--- config.mk ---
export PLATFORM = sky130hd
export DESIGN_NAME = seqdet_shift
export DESIGN_NICKNAME = d
export VERILOG_FILES = /design/src/rtl/seqdet_shift.sv
export SDC_FILE = /design/constraint.sdc
export NUM_CORES = 1
export LEC_CHECK = 0
export ABC_AREA = 1
export BUFFER_PORTS_ARGS = -buffer_cell sky130_fd_sc_hd__buf_4
export CAP_MARGIN = 25
export CORE_AREA = 8 8 45 47
export DETAILED_ROUTE_END_ITERATION = 12
export DIE_AREA = 0 0 53 55
export PLACE_DENSITY = 0.47
export SYNTH_ARGS = -nofsm -noshare
export SYNTH_HDL_FRONTEND = slang
export SYNTH_SLANG_ARGS = --single-unit
--- constraint.sdc ---
create_clock -name Clk -period 1.03 [get_ports Clk]
set_clock_uncertainty 0.1 [all_clocks]
set_input_delay 0.206 -clock Clk [delete_from_list [all_inputs] [get_ports Clk]]
set_output_delay 0.206 -clock Clk [all_outputs]
set_load 0.005 [all_outputs]
--- src/rtl/seqdet_shift.sv ---
// Serial pattern detector: shifts in one bit per clock and flags when the
// newest PAT_LEN bits equal PATTERN (oldest bit compared against the MSB).
module seqdet_shift #(
  parameter int unsigned          PAT_LEN = 5,
  parameter logic [PAT_LEN-1:0]   PATTERN = 5'b10010,
  parameter bit                   OVERLAP = 1'b1
) (
  input  logic Clk,
  input  logic rst_n,
  input  logic x,
  output logic y
);

  localparam int unsigned FILL_W = $clog2(PAT_LEN + 1);
  localparam logic [FILL_W-1:0] FILL_FULL = FILL_W'(PAT_LEN);
  localparam logic [FILL_W-1:0] FILL_ONE  = FILL_W'(1);

  logic [PAT_LEN-1:0] sr;
  logic [PAT_LEN-1:0] sr_nxt;
  logic [FILL_W-1:0]  fill;
  logic [FILL_W-1:0]  fill_nxt;

  // Newest bit enters at the LSB, so the oldest bit lines up with PATTERN's MSB.
  generate
    if (PAT_LEN == 1) begin : g_sr_single
      always_comb sr_nxt = x;
    end else begin : g_sr_multi
      always_comb sr_nxt = {sr[PAT_LEN-2:0], x};
    end
  endgenerate

  // Saturating count of valid history bits; without overlap a match spends them.
  always_comb begin
    fill_nxt = fill;
    if (!OVERLAP && y) begin
      fill_nxt = FILL_ONE;
    end else if (fill != FILL_FULL) begin
      fill_nxt = fill + FILL_ONE;
    end
  end

  always_ff @(posedge Clk) begin
    if (!rst_n) begin
      sr   <= '0;
      fill <= '0;
    end else begin
      sr   <= sr_nxt;
      fill <= fill_nxt;
    end
  end

  // Decoded from registers only; fill qualification blocks matches on stale zeros.
  assign y = (sr == PATTERN) && (fill == FILL_FULL);

endmodule

==> run metrics <==
status=finished, violations left; failing checks=negative setup slack; I/O Buffers=3; syn nets=46; Post-CTS Hold Buffers=0; max_slew headroom=92.93%; DRC=0; Die ar.=between 0.002 and 0.003 mm^2; critical path data required time=around 700 ps; post-route antenna net violation count=0; Clock Sink Count=8; clock latency at the later pin of the worst-skew pair=~240 ps; Distinct cells, synth=11; cells after synthesis=41; hold depth=3; CP startpoint=fill[1]$_SDFFE_PN0P_; drt pass-1 iters=4; CP Class=register to output port; pin count of the biggest net entering global routing=9; boundary pin count=4; worst flop-to-flop path startpoint=fill[1]$_SDFFE_PN0P_; grt total ovfl=0; starting density of the core=between 20% and 30%; Die W=53 um; GR Util All Layers=between 4 and 5%; RSZ-0062 raised after global routing=yes; number of global-route vias before repair=around 250; Tcrit/Tclk final=127.7%; fmax=around 760 MHz; hpwl dp=~380 um; Mean Syn Cell Area=7.599 um^2; leakage dissipation=between 0.2 and 0.25 nW; initial antenna violation count=0; CTS root buffer=clkbuf_4; startpoint types=register; min cycle time layout=around 1300 ps; global-route wire length before repair=approximately 960 um; DR iter-0 viols=12; Final Cell Area=442.9 um^2; routed via count=244; Setup crit end kind=output port; Core Region=~0.0014 mm^2; Chip Height=55 um; Worst Hold Launch=x; Post-Syn Area=311.5 um^2; Setup TNS Final=-321.9 ps; r2r worst-path depth=7; sequential share of the synthesized area=about half; # rows=14; VDD IR max=between 0.5 and 0.6 mV; final setup margin=-285.3 ps; Final Hold Viols=0; final WL=approximately 500 um; final setup vio count=3; non-filler instance count after layout=between 60 and 70; Antenna diodes=0; Cell Pwr Density=around 1500 mW/mm^2; clk slew on worst S/H paths=around 50 ps; GPL Wtd Cong=0.6520; hold slack final=between 40 and 50 ps; WP data arrival=1010 ps; Tot Pwr=between 0.6 and 0.7 mW; area post-placement=roughly 390 um^2; Routed WL per cell=about 7.6 um; layout cells sized above 1=between 30% and 40%; #FFs+latches synth=8; Reg2Reg Setup Slack=-20 ps; Area Overhead vs Synth=42.17%; MaxCap Viol Count=0; Yosys warnings=0; final net count=57; TritonCTS buffer count=3; fin. max-slew vios=0; worst-margin pin slew=~110 ps; H-tree levels=1; DR vias/cell=between 3 and 4; clk buf depth=2; HP Class=input pin to register; CTS tree=built; Placed Instances=between 60 and 70; CP max FO=2
power breakdown:
part	switching (mW)	leakage, nW	total [mW]	internal [mW]
combinational	0.0521	0.154	0.101	0.0488
clock	0.0933	0.0138	0.226	0.132
sequential	0.0107	0.0662	0.340	0.330
total	0.156	0.234	0.667	0.511
synthesized netlist by cell type:
cell	n	area, um^2
inv_1	8	30.03
nand3_1	1	5.000
nand4_1	1	6.260
dfxtp_1	8	160.2
o21ai_0	1	5.000
nand2_1	10	37.54
nor2_1	7	26.28
a21oi_1	1	5.000
clkbuf_2	1	5.000
nand2_2	1	6.260
ha_1	2	25.02
critical path, cell delays in order (launching register included):
cell,delay [ps]
dfxtp_2,320
inv_2,50
ha_4,120
nand4_1,70
nor2_1,90
buf_4,110
timing repair:
| action | in CTS | in global routing |
|---|---|---|
| buffers inserted | 1 | 0 |
| hold endpoints to repair | 0 | 0 |
| setup endpoints to repair | 4 | 4 |
| gates resized for setup | 4 | 3 |
| pin swaps | 4 | 3 |
path summary, 6_finish.rpt:
| path | endpoint |
|---|---|
| worst min register to register | sr[4]$_SDFF_PN0_ |
| worst min-delay path | sr[0]$_SDFF_PN0_ |
| worst max-delay path | y |
| worst max register to register | fill[1]$_SDFFE_PN0P_ |
metrics by stage:
step,util (%),setup WS (ps)
after floorplan,-,6.229
after global placement,27.85,-67.21
after detailed placement,27.85,-76.59
after CTS,30.56,-312.3
after global routing,32.01,-392.3
final,32.01,-285.3
sequential cells by signal, indices dropped and copies added, names as in the netlist:
| register | count |
|---|---|
| fill | 3 |
| sr | 5 |
cells in the final DEF, fill, tap and decap left out:
master    instances
nand2_1          10
nor2_1            7
inv_1             7
buf_4             7
dfxtp_1           6
clkbuf_4          3
ha_4              2
dfxtp_2           2
inv_2             1
nand4_1           1
a21oi_2           1
nand3_2           1
nand2_4           1
o21ai_1           1
per-layer routing:
metal,track usage [%],wire length (um),vias to the layer above
li1,-,-,138
met1,5.183,254,103
met2,6.250,230,3
met3,2.406,16,0
met4,2.586,0,0
met5,0,0,-
kinds of logic after synthesis:
family / count (synthesis) / share of synthesized area (%)
AOI/OAI and AO/OA: 2 / 3.210
adders and majority gates: 2 / 8.031
buffers and inverters: 9 / 11.24
DFF: 8 / 51.40
and+or+nand+nor: 20 / 26.11
area by class of cell:
cell class	count	area, um^2
Timing Repair Buffer	7	52.55
Inverter	8	30.03
Tap cell	16	20.02
Sequential cell	8	162.7
Fill cell	151	940.9
Clock buffer	3	22.52
Multi-Input combinational cell	24	155.1
Note: power is estimated with default switching activity, not from simulation.
